===== config.mk =====
export PLATFORM = sky130hd
export DESIGN_NAME = comb_gates_100_deser
export DESIGN_NICKNAME = d
export VERILOG_FILES = /design/src/rtl/comb_gates_100_deser.sv
export SDC_FILE = /design/constraint.sdc
export NUM_CORES = 1
export LEC_CHECK = 0
export BUFFER_PORTS_ARGS = -buffer_cell sky130_fd_sc_hd__buf_2
export CORE_MARGIN = 2
export CORE_UTILIZATION = 53
export CTS_BUF_LIST = sky130_fd_sc_hd__clkbuf_8
export DETAILED_ROUTE_END_ITERATION = 10
export PLACE_DENSITY = 0.87
export SLEW_MARGIN = 20
export SYNTH_ARGS = -nofsm -noshare
export SYNTH_HDL_FRONTEND = slang
export SYNTH_SLANG_ARGS = --single-unit

===== constraint.sdc =====
create_clock -name clk -period 1.73 [get_ports clk]
set_input_delay 0.2595 -clock clk [delete_from_list [all_inputs] [get_ports clk]]
set_output_delay 0.2595 -clock clk [all_outputs]
set_load 0.005 [all_outputs]

===== src/rtl/comb_gates_100_deser.sv =====
// Chunk deserializer feeding the 100-input reduction-gate stage.
// Collects CHUNK_NBITS chunks LSB-first into a held WORD_NBITS word.
module comb_gates_100_deser #(
  parameter int CHUNK_NBITS = 10,
  parameter int WORD_NBITS  = 100,
  localparam int NUM_CHUNKS = WORD_NBITS / CHUNK_NBITS,
  localparam int CW         = $clog2(NUM_CHUNKS + 1)
) (
  input  logic                   clk,
  input  logic                   reset,
  input  logic                   clear,
  input  logic                   in_val,
  output logic                   in_rdy,
  input  logic [CHUNK_NBITS-1:0] in_msg,
  output logic                   out_val,
  input  logic                   out_rdy,
  output logic [WORD_NBITS-1:0]  out_msg,
  output logic [CW-1:0]          count
);

  if (WORD_NBITS % CHUNK_NBITS != 0) begin : g_bad_width
    $error("WORD_NBITS must be a multiple of CHUNK_NBITS");
  end

  typedef enum logic {
    FILL = 1'b0,
    FULL = 1'b1
  } state_t;

  state_t                 r_state;
  state_t                 w_state_nxt;
  logic [CW-1:0]          r_count;
  logic [CW-1:0]          w_cnt_nxt;
  logic [WORD_NBITS-1:0]  r_msg;
  logic [WORD_NBITS-1:0]  w_msg_nxt;
  logic                   w_in_xfer;
  logic                   w_out_xfer;

  assign in_rdy     = (r_state == FILL) ? 1'b1 : out_rdy;
  assign out_val    = (r_state == FULL);
  assign w_in_xfer  = in_val && in_rdy;
  assign w_out_xfer = out_val && out_rdy;
  assign out_msg    = r_msg;
  assign count      = r_count;

  always_comb begin
    w_state_nxt = r_state;
    w_cnt_nxt   = r_count;
    w_msg_nxt   = r_msg;
    if (clear) begin
      w_state_nxt = FILL;
      w_cnt_nxt   = '0;
      w_msg_nxt   = '0;
    end else begin
      unique case (r_state)
        FILL: begin
          if (w_in_xfer) begin
            for (int i = 0; i < NUM_CHUNKS; i++) begin
              if (r_count == CW'(i))
                w_msg_nxt[i*CHUNK_NBITS +: CHUNK_NBITS] = in_msg;
            end
            w_cnt_nxt = r_count + 1'b1;
          end
        end
        FULL: begin
          // Consuming and refilling chunk 0 in one cycle avoids a bubble
          if (w_out_xfer) begin
            if (w_in_xfer) begin
              w_msg_nxt[CHUNK_NBITS-1:0] = in_msg;
              w_cnt_nxt = CW'(1);
            end else begin
              w_cnt_nxt = '0;
            end
          end
        end
      endcase
      w_state_nxt = (w_cnt_nxt == CW'(NUM_CHUNKS)) ? FULL : FILL;
    end
  end

  always_ff @(posedge clk) begin
    if (!reset) begin
      r_state <= FILL;
      r_count <= '0;
      r_msg   <= '0;
    end else begin
      r_state <= w_state_nxt;
      r_count <= w_cnt_nxt;
      r_msg   <= w_msg_nxt;
    end
  end

endmodule


==> out/metrics.csv, run 1 <==
metric;value;unit
status;complete, no violations;
Setup-failing EPs final;0;
# Post-CTS Setup Buffers;0;
average vias per placed instance;5.16;
Final Max Tran Viols;0;
WS Path Type;reg2reg;
Cells after Synth;386;
antenna cells;0;
PostCTS Resize Cnt;0;
Seq cells post-synth;105;
Worst-Skew Late Latency;0.36;ns
Slew headroom;0.661;
row count;31;
Area after DPL;4720;um^2
Hold-fix buffers, CTS;0;
number of synthesized flops with an enable pin;0;
top-count cell post-synth;dfxtp_1;
crit path cell chain;inv_1 -> ha_1 -> nor4b_2 -> o21ai_1 -> buf_6 -> mux2i_1 -> nor2_1;
Port Buffers;120;
drt first pass iters;6;
Die Span Y;91.4;um
Setup Skew;0.00892;ns
final net count;516;
initial drt markers;110;
synth cell count leaders;dfxtp_1 (105), nor2_1 (103), mux2i_1 (101), clkbuf_1 (17), buf_6 (7);
routability cong.;0.853;
post-synth top area cell;dfxtp_1;
routed length on met1;4.11;mm
Hold WC Path Type;in2reg;
Via Count;3101;
DP Wirelength;6.60;mm
Starting Density;0.552;
Routed Antenna Nets;0;
core area;7330;um^2
synth warn;0;
Reg clk slew, reported paths;0.09;ns
Clock power frac;0.357;
initial antenna violation count;0;
synth top area cells;dfxtp_1 (52%), mux2i_1 (25%), nor2_1 (9.6%), buf_6 (1.9%), clkbuf_1 (1.6%);
met2 WL;4.60;mm
Netlist cell types;27;
period utilization;0.948;
CTS tree;yes;
Flop pwr share;0.588;
FFs w/ async S/R, synth;0;
H-tree depth;3;
sequential share of the synthesized area;0.519;
chip width;91.4;um
layout cells sized above 1;0.319;
largest net degree at the start of global routing;55;
Pleak;2.27;nW
DRC;0;
Yosys top cell area share;0.519;
final core occ;0.672;
critical-path maximum fanout;10;
Avg Inst Size Synth;10.5;um^2
switching portion of total power;0.233;
GRT Overall Usage;0.229;
max-cap viol count;0;
Critical Path Start Type;register;
area grow syn2layout;21.7;%
minimum clock period;1.64;ns
Top Layer Used;met4;
Num CTS Buffers;9;
clock tree root driver cell;clkbuf_8;
first-pass GRT wire length;15.1;mm
combinational share of power;0.055;
Routed WL;9.51;mm
unrepaired setup endpoints after global routing;no;
Most used DFF post-synth;dfxtp_1;
drt wl/cell;15.8;um
design internal power;3.18;mW
Fillers;577;
DIE AREA;8350;um^2
Worst Max-Slew Pin Slew;0.508;ns
Max clock buf depth;2;
GR Overflow Total;0;
required time worst endpoint;1.96;ns
IR drop worst, VDD;0.592;mV
post-route cell area;4920;um^2
Max Freq;610;MHz
wire length on met3;690;um
CTS sink cnt;105;
PwrDens;842;nW/um^2
setup TNS;0;ns
vias in the first global route;2955;
Critical-path top delay cell;dfxtp_1;
WP data arrival;1.87;ns
slowest stage delay, CP;0.41;ns
Psw;0.967;mW
Crit. End Element;register;
I/O pin count;121;
Net Count, Synth;405;
final hold violation count;0;
synthesized area;4050;um^2
sequential cells by signal, indices dropped and copies added (netlist names):
register,count
out_val,1
out_msg,100
count,4
critical path, delay by kind of cell, from the launching register on:
family	cells	cell delay, ns
adders and majority gates	1	0.22
AOI/OAI and AO/OA	1	0.15
muxes	1	0.23
and+or+nand+nor	2	0.21
DFF	1	0.41
buffers and inverters	2	0.29
kinds of logic after synthesis:
family / count (synthesis) / share of synthesized area
AND/OR/NAND/NOR: 132 / 0.146
flip-flops: 105 / 0.519
multiplexers: 102 / 0.253
buffers and inverters: 37 / 0.0538
AO/OA/AOI/OAI: 4 / 0.0114
adder cells (fa/ha/maj): 4 / 0.0124
XOR/XNOR: 2 / 0.00433
cells in the final DEF, fill, tap and decap left out, types with 2 or more instances in the layout:
cell      netlist  final
inv_1           2      3
buf_4           5     11
ha_1            4      4
buf_12          0      3
nor2_1        103    103
clkinv_4        0      3
dfxtp_1       105    105
xnor2_1         2      2
nand2_1         6      6
nor2b_4         2      2
o21ai_1         2      2
nor2b_1         4      3
mux2i_1       101    101
buf_2           6    120
nand4_1         3      3
and3_1          4      3
clkbuf_8        0      9
and4b_2         0      2
power by group through the flow:
| stage | logic [mW] | clock network [mW] | registers [mW] |
|---|---|---|---|
| CTS | 0.229 | 1.52 | 2.44 |
| detailed placement | 0.228 | 0 | 2.49 |
| global placement | 0.223 | 0 | 2.49 |
| floorplan | 0.151 | 0 | 2.50 |
| finish | 0.230 | 1.48 | 2.44 |
| global route | 0.247 | 1.60 | 2.44 |
final timing paths:
| check | to | from | slack, ns | cells past startpoint |
|---|---|---|---|---|
| min reg2reg | out_msg[18] | out_msg[18] | 0.50 | 2 |
| max reg2reg | out_msg[6] | count[1] | 0.09 | 7 |
| max | out_msg[6] | count[1] | 0.09 | 7 |
| min | count[1] | reset | 0.17 | 3 |
routing by layer:
| layer | global-route usage | vias up |
|---|---|---|
| met5 | 0 | - |
| met4 | 0.0682 | 0 |
| met3 | 0.0531 | 16 |
| met2 | 0.393 | 116 |
| met1 | 0.286 | 1474 |
| li1 | - | 1495 |
layout make-up:
class | instances | area, um^2 | share of cell area
Tap cell | 99 | 124 | 0.0252
Inverter | 2 | 7.51 | 0.00152
Multi-Input combinational cell | 244 | 1740 | 0.353
Sequential cell | 105 | 2100 | 0.427
Timing Repair Buffer | 135 | 754 | 0.153
Clock buffer | 9 | 124 | 0.0252
Clock inverter | 7 | 72.6 | 0.0147
metrics by stage:
stage	hold WS [ns]	setup WS (ns)	cells	power, mW
floorplan	0.485	0.163	386	2.65
global placement	0.468	0.0904	585	2.72
detailed placement	0.478	0.0537	585	2.72
CTS	0.159	0.0373	601	4.18
global route	0.183	0.00171	601	4.29
finish	0.174	0.0903	601	4.15
No activity file was read; power rests on OpenSTA's default activity.
==> run 2, diff against run 1 <==
--- a/config.mk
+++ b/config.mk
@@ -5,6 +5,7 @@
 export SDC_FILE = /design/constraint.sdc
 export NUM_CORES = 1
 export LEC_CHECK = 0
+export ABC_AREA = 1
 export BUFFER_PORTS_ARGS = -buffer_cell sky130_fd_sc_hd__buf_2
 export CORE_MARGIN = 2
 export CORE_UTILIZATION = 53
==> out/metrics.csv, run 2 <==
metric;value;unit;change
sequential share of the synthesized area;0.536;;+0.0167
first-pass GRT wire length;16.2;mm;+7.7%
max reg flops;100;;unchanged
Most used DFF post-synth;dfxtp_1;;
IR drop worst, VDD;0.566;mV;-4.4%
synth cell count leaders;nor2_1 (198), dfxtp_1 (105), o21ai_0 (91), nand2_1 (26), a21oi_1 (14);;
final hold violation count;0;;unchanged
DIE AREA;8100;um^2;-3.0%
vias in the first global route;3330;;+13%
layout cells sized above 1;0.242;;-0.0763
Max Freq;648;MHz;+6.2%
drt wl/cell;13.8;um;-13%
Setup-failing EPs final;0;;unchanged
period utilization;0.892;;-0.0556
core area;7210;um^2;-1.6%
Avg Inst Size Synth;7.55;um^2;-28%
# Post-CTS Setup Buffers;0;;unchanged
clock tree root driver cell;clkbuf_8;;
unrepaired setup endpoints after global routing;no;;
initial drt markers;229;;+110%
Multi-input gate area;1590;um^2;-8.5%
row count;31;;unchanged
post-synth top area cell;dfxtp_1;;
Worst Max-Slew Pin Slew;0.384;ns;-0.125 ns
Routed Antenna Nets;0;;unchanged
critical path's top delay family;simple AND/OR/NAND/NOR gates;;
GRT Overall Usage;0.248;;+0.0197
CTS tree;yes;;
combinational share of power;0.061;;+0.006
synth top area cells;dfxtp_1 (54%), nor2_1 (19%), o21ai_0 (12%), nand2_1 (2.5%), nand3b_1 (1.9%);;
Worst-Skew Late Latency;0.37;ns;about the same
Setup WS pre-CTS;0.170;ns;+0.117 ns
Reg2Reg Setup Slack;0.19;ns;+0.10 ns
Worst Hold End;count[3];;
final worst slack;0.186;ns;+0.0962 ns
Routed WL;10.1;mm;+5.8%
Die Span Y;90;um;-1.5%
Yosys top cell area share;0.536;;+0.0167
max-cap viol count;0;;unchanged
RR Endpoint;out_msg[79];;
minimum clock period;1.54;ns;-0.0962 ns
Fillers;640;;+11%
WS Path Type;reg2reg;;
Reg clk slew, reported paths;0.10;ns;about the same
most common cell after layout, fill and taps aside;nor2_1;;
synthesized area;3920;um^2;-3.1%
Starting Density;0.543;;-0.00861
hold path startpoint;clear;;
status;complete, no violations;;
Crit. End Element;register;;
Setup crit start;count[1];;
dpl cells;714;;+22%
Psw;1.05;mW;+9.0%
number of synthesized flops with an enable pin;0;;unchanged
Hold WC Path Type;in2reg;;
Max clock buf depth;2;;unchanged
DRC;0;;unchanged
top-count cell post-synth;nor2_1;;
Critical-path top delay cell;dfxtp_1;;
antenna cells;0;;unchanged
Slew headroom;0.744;;+0.0827
FFs w/ async S/R, synth;0;;unchanged
PwrDens;863;nW/um^2;+2.5%
Port Buffers;120;;unchanged
GR Overflow Total;0;;unchanged
crit path cell chain;ha_1 -> nand3_1 -> nor2_1 -> clkinv_1 -> nor2_1 -> nor2_1;;
Net Count, Synth;538;;+33%
Most Frequent Cell on Critical Path;nor2_1;;
Worst R2R Start;count[1];;
drt first pass iters;4;;-2
Via Count;3721;;+20%
crit path buf inv count;1;;-1
Num CTS Buffers;9;;unchanged
Cells after Synth;519;;+34%
Netlist cell types;19;;-30%
Setup Skew;0.0103;ns;+0.00133 ns
PostCTS Resize Cnt;0;;unchanged
WP data arrival;1.81;ns;-0.06 ns
switching portion of total power;0.256;;+0.0227
DP Wirelength;6.76;mm;+2.5%
R2R cell count;6;;-1
Flop pwr share;0.594;;+0.006
I/O pin count;121;;unchanged
setup TNS;0;ns;unchanged
Final Instance Count excl. Fillers;730;;+21%
required time worst endpoint;1.99;ns;+0.03 ns
Critical Path Start Type;register;;
design internal power;3.06;mW;-3.7%
H-tree depth;3;;unchanged
sequential cell area;2100;um^2;unchanged
most frequent cells in the layout;nor2_1 (198), buf_2 (120), dfxtp_1 (105), o21ai_0 (91), nand2_1 (25);;
average vias per placed instance;5.10;;-1.2%
routability cong.;0.889;;+4.3%
synth warn;0;;unchanged
Pleak;2.21;nW;-2.5%
critical-path maximum fanout;10;;unchanged
Hold-fix buffers, CTS;0;;unchanged
chip width;90;um;-1.5%
CTS sink cnt;105;;unchanged
slowest stage delay, CP;0.46;ns;+0.05 ns
Final Max Tran Viols;0;;unchanged
initial antenna violation count;0;;unchanged
Seq cells post-synth;105;;unchanged
final net count;645;;+25%
area grow syn2layout;21.6;%;about the same
largest net degree at the start of global routing;101;;+84%
Hold Path Cell Cnt;4;;+1
Clock power frac;0.345;;-0.012
-- run 2: changes by cell type in the layout (fill, tap and decap cells not counted), moves of 3 or more --
| cell | previous run | this run |
|---|---|---|
| mux2i_1 | 101 | 0 |
| nor2_1 | 103 | 198 |
| o21ai_0 | 0 | 91 |
| nand2_1 | 6 | 25 |
| a21oi_1 | 0 | 14 |
| nand3_1 | 1 | 12 |
| nand3b_1 | 0 | 10 |
| clkinv_1 | 0 | 8 |
| inv_1 | 3 | 10 |
| and3_1 | 3 | 0 |
| inv_2 | 0 | 3 |
| inv_6 | 0 | 3 |
| nor2b_1 | 3 | 0 |
-- run 2: worst max path at each step --
stage | cells after the start | slack, ns | to
floorplan | 6 | 0.43 | out_msg[30]
global placement | 6 | 0.26 | out_msg[30]
detailed placement | 6 | 0.17 | out_msg[36]
CTS | 6 | 0.16 | out_msg[36]
global route | 6 | 0.03 | out_msg[79]
finish | 6 | 0.19 | out_msg[79]
-- run 2: layout make-up --
cell class	count	share of cell area
Tap cell	99	0.0260
Clock inverter	7	0.0123
Inverter	21	0.0165
Timing Repair Buffer	130	0.144
Sequential cell	105	0.441
Clock buffer	9	0.0260
Multi-Input combinational cell	359	0.334
-- run 2: power by group through the flow --
stage	sequential (mW)	clock (mW)	combinational, mW
final	2.45	1.42	0.250
after global routing	2.45	1.55	0.278
after CTS	2.45	1.44	0.248
after detailed placement	2.50	0	0.247
after global placement	2.50	0	0.239
after floorplan	2.50	0	0.161
-- run 2: cell families (layout without fill, tap and decap cells) --
logic type | Yosys count | in the layout | synth area share
buffers and inverters | 55 | 167 | 0.0581
AOI/OAI and AO/OA | 105 | 105 | 0.134
DFF | 105 | 105 | 0.536
adders and majority gates | 4 | 4 | 0.0128
and+or+nand+nor | 250 | 250 | 0.259
-- run 2: worst register-to-register path, delay by kind of cell, from the launching register on --
family,cells,cell delay (ns)
adder cells (fa/ha/maj),1,0.23
buffers and inverters,1,0.24
flip-flops,1,0.46
AND/OR/NAND/NOR,4,0.52
-- run 2: metrics by stage --
step | utilization | cell area, um^2 | total power [mW] | hold slack (ns)
detailed placement | 0.635 | 4580 | 2.75 | 0.467
global route | 0.661 | 4770 | 4.27 | 0.247
finish | 0.661 | 4770 | 4.12 | 0.249
CTS | 0.661 | 4770 | 4.14 | 0.229
global placement | 0.635 | 4580 | 2.74 | 0.459
floorplan | - | 3920 | 2.66 | 0.472
-- run 2: metal layers --
layer	up-vias	wire length, um	track usage
met1	1690	4270	0.315
met2	152	4770	0.404
met5	-	0	0
met4	0	204	0.106
met3	16	829	0.0620
li1	1863	-	-
==> run 3, diff against run 2 <==
--- a/config.mk
+++ b/config.mk
@@ -7,6 +7,7 @@
 export LEC_CHECK = 0
 export ABC_AREA = 1
 export BUFFER_PORTS_ARGS = -buffer_cell sky130_fd_sc_hd__buf_2
+export CORE_ASPECT_RATIO = 1.1
 export CORE_MARGIN = 2
 export CORE_UTILIZATION = 53
 export CTS_BUF_LIST = sky130_fd_sc_hd__clkbuf_8
==> out/metrics.csv, run 3 (same netlist as run 2, synthesis figures left out) <==
metric;value;unit;change
final hold violation count;0;;unchanged
CTS tree;yes;;
initial drt markers;229;;unchanged
Final Max Tran Viols;0;;unchanged
Psw;0.998;mW;-5.2%
initial antenna violation count;0;;unchanged
drt wl/cell;14.0;um;+1.5%
switching portion of total power;0.245;;-0.0110
PwrDens;858;nW/um^2;-0.59%
Routed Antenna Nets;0;;unchanged
Fillers;618;;-3.4%
period utilization;0.900;;+0.00744
antenna cells;0;;unchanged
GRT Overall Usage;0.249;;+0.000638
IR drop worst, VDD;0.609;mV;+7.7%
CTS sink cnt;105;;unchanged
design internal power;3.08;mW;+0.56%
Routed WL;10.0;mm;-0.34%
WP data arrival;1.81;ns;about the same
status;complete, no violations;;
Die Span Y;94.2;um;+4.7%
# Post-CTS Setup Buffers;0;;unchanged
Reg2Reg Setup Slack;0.17;ns;about the same
minimum clock period;1.56;ns;+0.0129 ns
first-pass GRT wire length;15.7;mm;-3.2%
setup TNS;0;ns;unchanged
routability cong.;0.847;;-4.8%
critical-path maximum fanout;20;;+10
Port Buffers;120;;unchanged
Hold WC Path Type;in2reg;;
clock tree root driver cell;clkbuf_8;;
Max Freq;643;MHz;-0.83%
row count;32;;+3.2%
sequential cell area;2100;um^2;unchanged
I/O pin count;121;;unchanged
WS Path Type;reg2reg;;
Multi-input gate area;1590;um^2;-0.16%
Num CTS Buffers;9;;unchanged
Setup Skew;0.00932;ns;-0.000938 ns
Worst Max-Slew Pin Slew;0.591;ns;+0.207 ns
Hold WS;0.257;ns;+0.00786 ns
drt first pass iters;4;;unchanged
Slew headroom;0.605;;-0.139
GR Overflow Total;0;;unchanged
Worst-Skew Late Latency;0.37;ns;about the same
Critical Path Start Type;register;;
DIE AREA;8100;um^2;about the same
required time worst endpoint;1.99;ns;about the same
vias in the first global route;3225;;-3.2%
DRC;0;;unchanged
core area;7090;um^2;-1.8%
Pleak;2.21;nW;about the same
max reg flops;100;;unchanged
DP Wirelength;6.80;mm;+0.57%
Starting Density;0.553;;+0.00979
Via Count;3683;;-1.0%
Hold-fix buffers, CTS;0;;unchanged
H-tree depth;3;;unchanged
most common cell after layout, fill and taps aside;nor2_1;;
final net count;646;;+0.16%
unrepaired setup endpoints after global routing;no;;
Setup-failing EPs final;0;;unchanged
largest net degree at the start of global routing;51;;-50%
layout cells sized above 1;0.244;;+0.00120
Reg clk slew, reported paths;0.09;ns;about the same
Max clock buf depth;2;;unchanged
combinational share of power;0.062;;about the same
average vias per placed instance;5.14;;+0.77%
Flop pwr share;0.600;;+0.006
Clock power frac;0.339;;-0.006
most frequent cells in the layout;nor2_1 (198), buf_2 (120), dfxtp_1 (105), o21ai_0 (91), nand2_1 (26);;
max-cap viol count;0;;unchanged
Crit. End Element;register;;
chip width;86;um;-4.4%
area grow syn2layout;21.3;%;
## run 3: cell count changes in the layout (fill, tap and decap cells not counted), sizes merged
cell	change
inv	-2
clkinvlp	+1
clkbuf	+1
buf	+1
## run 3: worst max-delay path, stage by stage, from the launching register on
cell,delay (ns)
dfxtp_1,0.47
nand2_1,0.17
inv_1,0.10
nand2_1,0.35
a21oi_1,0.29
nor2_1,0.07
## run 3: area by class of cell
cell class | count | area share
flip-flops and latches | 105 | 0.442
multi-input cells | 359 | 0.335
repair buffers | 131 | 0.146
well taps | 85 | 0.0224
clock inverters | 6 | 0.00895
clock buffers | 10 | 0.0290
inverters | 21 | 0.0166
## run 3: stage by stage
| stage | cell area (um^2) | cells | total power, mW | setup slack [ns] | util |
|---|---|---|---|---|---|
| detailed placement | 4570 | 701 | 2.75 | 0.211 | 0.645 |
| CTS | 4750 | 717 | 4.09 | 0.198 | 0.671 |
| finish | 4750 | 717 | 4.08 | 0.174 | 0.671 |
| global route | 4750 | 717 | 4.23 | 0.0128 | 0.671 |
| floorplan | 3920 | 519 | 2.66 | 0.429 | - |
| global placement | 4570 | 701 | 2.74 | 0.273 | 0.645 |
## run 3: routing by layer
metal	vias to the layer above	routed length, um	GRT usage	part of all wire
met5	-	0	0	0
met4	0	346	0.122	0.034
met3	27	591	0.0483	0.059
met2	129	4660	0.402	0.46
met1	1662	4440	0.317	0.44
li1	1865	-	-	-
## run 3: final timing paths
check | startpoint | endpoint | cells after the start
min | reset | count[2] | 3
max reg2reg | out_val | out_msg[0] | 5
min reg2reg | out_msg[43] | out_msg[43] | 2
max | out_val | out_msg[0] | 5
## run 3: power groups by stage
stage / Sequential, mW / Clock [mW] / Combinational (mW)
global route: 2.45 / 1.50 / 0.280
detailed placement: 2.50 / 0 / 0.247
finish: 2.45 / 1.38 / 0.252
global placement: 2.50 / 0 / 0.240
CTS: 2.45 / 1.39 / 0.249
floorplan: 2.50 / 0 / 0.161
## run 3: repair_timing
item	4_1_cts	5_1_grt
endpoints found under the hold margin	0	0
setup endpoints to repair	0	8
gates resized for setup	0	2
